## src/rtl/counter_clock_downsample.sv

```systemverilog
// rtl/counter_clock_downsample.sv - programmable integer clock divider, half-period = val_i+1 input cycles
module counter_clock_downsample #(
    parameter int width_p = 8
) (
    input  logic               clk_i,
    input  logic               reset_i,
    input  logic [width_p-1:0] val_i,
    output logic               clk_r_o
);

    logic [width_p-1:0] cnt_r;
    logic               half_done;

    // Half-period ends once the count reaches val_i; >= lets a lowered val_i end it on the next edge without wrapping
    assign half_done = (cnt_r >= val_i);

    // Counter and output flop share one async reset so the divided clock drops immediately on reset
    always_ff @(posedge clk_i or posedge reset_i) begin
        if (reset_i) begin
            cnt_r   <= '0;
            clk_r_o <= 1'b0;
        end else if (half_done) begin
            cnt_r   <= '0;
            clk_r_o <= ~clk_r_o;
        end else begin
            cnt_r   <= cnt_r + width_p'(1);
        end
    end

endmodule

```

## config.mk

```make
export PLATFORM = sky130hd
export DESIGN_NAME = counter_clock_downsample
export DESIGN_NICKNAME = d
export VERILOG_FILES = /design/src/rtl/counter_clock_downsample.sv
export SDC_FILE = /design/constraint.sdc
export NUM_CORES = 1
export LEC_CHECK = 0
export CORE_AREA = 4 4 41 43
export DETAILED_ROUTE_END_ITERATION = 6
export DIE_AREA = 0 0 45 47
export GPL_TIMING_DRIVEN = 0
export PLACE_DENSITY = 0.78
export SLEW_MARGIN = 10
export SYNTH_ARGS = -nofsm -noshare
export SYNTH_HDL_FRONTEND = slang
export SYNTH_SLANG_ARGS = --single-unit
```

## constraint.sdc

```tcl
create_clock -name clk_i -period 3.8 [get_ports clk_i]
set_input_delay 0.38 -clock clk_i [delete_from_list [all_inputs] [get_ports clk_i]]
set_output_delay 0.38 -clock clk_i [all_outputs]
set_load 0.02 [all_outputs]
```

==> run summary <==
Final Cycle Share -> 49.3%
Syn Nets -> 79
Setup violations, final -> 0
Iteration-0 DRC Markers -> 2
RR Endpoint -> clk_r_o
Setup CP Type -> input pin to register
Syn Inst Count -> 60
clock share of power -> 15.6%
power density cells -> 623 nW/um^2
pre-CTS setup slack -> 1.65 ns
worst-case clock buffer depth -> 2
Distinct cells, synth -> 16
maximum vdd ir drop -> 0.425 mV
CP Data Required Time -> 3.92 ns
warnings from Yosys -> 0
GRT overflow -> 0
outcome -> finished, final reports clean
final setup margin -> 1.93 ns
Worst Reg-to-Reg Cells -> 7
post_cts resized -> 0
CP Data Arrival Time -> 1.99 ns
post-synthesis register bit count -> 9
final antenna-violating net count -> 0
Setup Skew -> 0.00173 ns
startpoint types -> input pin
layout cell share with drive strength beyond 1 -> 10.8%
wire per inst -> 10.3 um
max-cap violations -> 0
Switching Fraction -> 39.2%
max-slew violations -> 0
ant diodes -> 0
Reg power frac -> 39.6%
min cycle time layout -> 1.87 ns
Register-to-Register Setup Slack -> 2.08 ns
initial core utilization -> 45.8%
worst slew pin tran -> 0.468 ns
die area -> 2120 sq um
nets -> 94
Worst Setup SP -> val_i[6]
Detailed Route WL -> 921 um
H-tree depth -> 1
area grow syn2layout -> 24.4%
die height -> 47 um
unrepaired setup endpoints after global routing -> false
clock slew at reported path FFs -> 0.06 ns
Max Freq -> 534 MHz
commonest non-fill, non-tap cells in the layout -> inv_1 (11), clkdlybuf4s50_1 (10), ha_1 (9), dfrtp_1 (9), nor2_1 (8)
Post-CTS Hold Fix Bufs -> 0
vias -> 427
Power Internal -> 0.281 mW
postcts setup bufs -> 0
clock root cell -> clkbuf_4
RD Place Congestion -> 0.738
worst-path maximum fanout -> 9
Max-slew headroom -> 68.7%
Synth Area per Inst -> 9.93 sq um
Leak -> 0.401 nW
# DRC -> 0
gr usage total -> 11.0%
Via-to-Cell Ratio -> 4.80
Site Rows -> 13
Seq/Total Area, Yosys -> 37.8%
Psw -> 0.181 mW
most common cell after layout, fill and taps aside -> inv_1
total negative slack -> 0 ns
mapped cell area -> 596 sq um
endpoint class of the critical path -> register
initial antenna violation count -> 0
Final Hold Fails -> 0
Sink Count -> 9
Comb power frac -> 44.8%
Min-Delay Path Class -> input pin to asynchronous set/reset pin
IO Pins -> 11
core area -> 1300 sq um
overall die width -> 45 um
port buffer count -> 10
global-route wire length before repair -> 1.64 mm
RR Startpoint -> cnt_r[0]
number of global-route vias before repair -> 413
CTS Buf Count -> 3
dpl hpwl -> 748 um
largest net degree at the start of global routing -> 10
clk_lat worst skew -> 0.26 ns
CTS tree -> built
Pre-Repair DR Iteration Count -> 2
## state kept, by name, indices dropped and copies added, names as in the netlist
| signal | flops |
|---|---|
| clk_r_o | 1 |
| cnt_r | 8 |
## cell families after synthesis
logic type                 count (synthesis)  share of synthesized area, %
AOI/OAI and AO/OA                          6                          10.3
xor gates and xnor gates                   7                          10.3
adders and majority gates                  9                          18.9
buffers and inverters                     11                          6.93
DFF                                        9                          37.8
and+or+nand+nor                           18                          15.8
## through the flow
stage	hold WS [ns]	utilization, %	instances	area (sq um)	total power [mW]
after floorplan	0.208	-	60	596	0.339
after global placement	0.457	54.9	85	714	0.385
after detailed placement	0.455	54.9	85	714	0.395
after CTS	0.377	56.9	89	741	0.470
after global routing	0.403	56.9	89	741	0.514
final	0.375	56.9	89	741	0.462
## routing by layer
metal | wire, um | track usage, % | vias up
met1 | 421 | 12.9 | 193
met4 | 15 | 3.51 | 0
li1 | - | - | 222
met5 | 0 | 0 | -
met2 | 427 | 18.4 | 10
met3 | 57 | 4.60 | 2
## worst max path at each step
stage               endpoint  slack, ns  cells past startpoint
global route         clk_r_o       1.87                      7
detailed placement   clk_r_o       1.65                      7
floorplan            clk_r_o       2.22                      6
CTS                  clk_r_o       1.92                      7
global placement     clk_r_o       1.66                      7
finish               clk_r_o       1.93                      7
## critical path, cell delays in order
cell and delay [ns]:
clkdlybuf4s50_1 0.46, inv_1 0.04, ha_1 0.32, a21o_1 0.18
a21oi_1 0.22, o311ai_4 0.21, xor2_1 0.18
## synthesized netlist by cell type
master    number  area, sq um
a21o_1         1         7.51
a21oi_1        2         10.0
a21oi_2        1         8.76
and3_1         2         12.5
dfrtp_1        9          225
ha_1           9          113
inv_1         11         41.3
nand2_2        1         6.26
nand3_1        5         25.0
nand4_1        1         6.26
nor2_1         8         30.0
nor2b_4        1         13.8
o21ai_2        1         8.76
o311ai_4       1         26.3
xnor2_1        2         17.5
xor2_1         5         43.8
## area by class of cell
type	instances	area, sq um
clock buffers	4	26.3
fillers	113	561
well taps	15	18.8
repair buffers	10	100
inverters	11	41.3
flip-flops and latches	9	225
multi-input cells	40	329
## power by group through the flow
stage	sequential (mW)	clock [mW]	combinational [mW]
final	0.183	0.0720	0.207
after global routing	0.192	0.0799	0.242
after CTS	0.183	0.0747	0.212
after detailed placement	0.184	0	0.211
after global placement	0.182	0	0.203
after floorplan	0.178	0	0.161
Note: power is estimated with default switching activity, not from simulation.
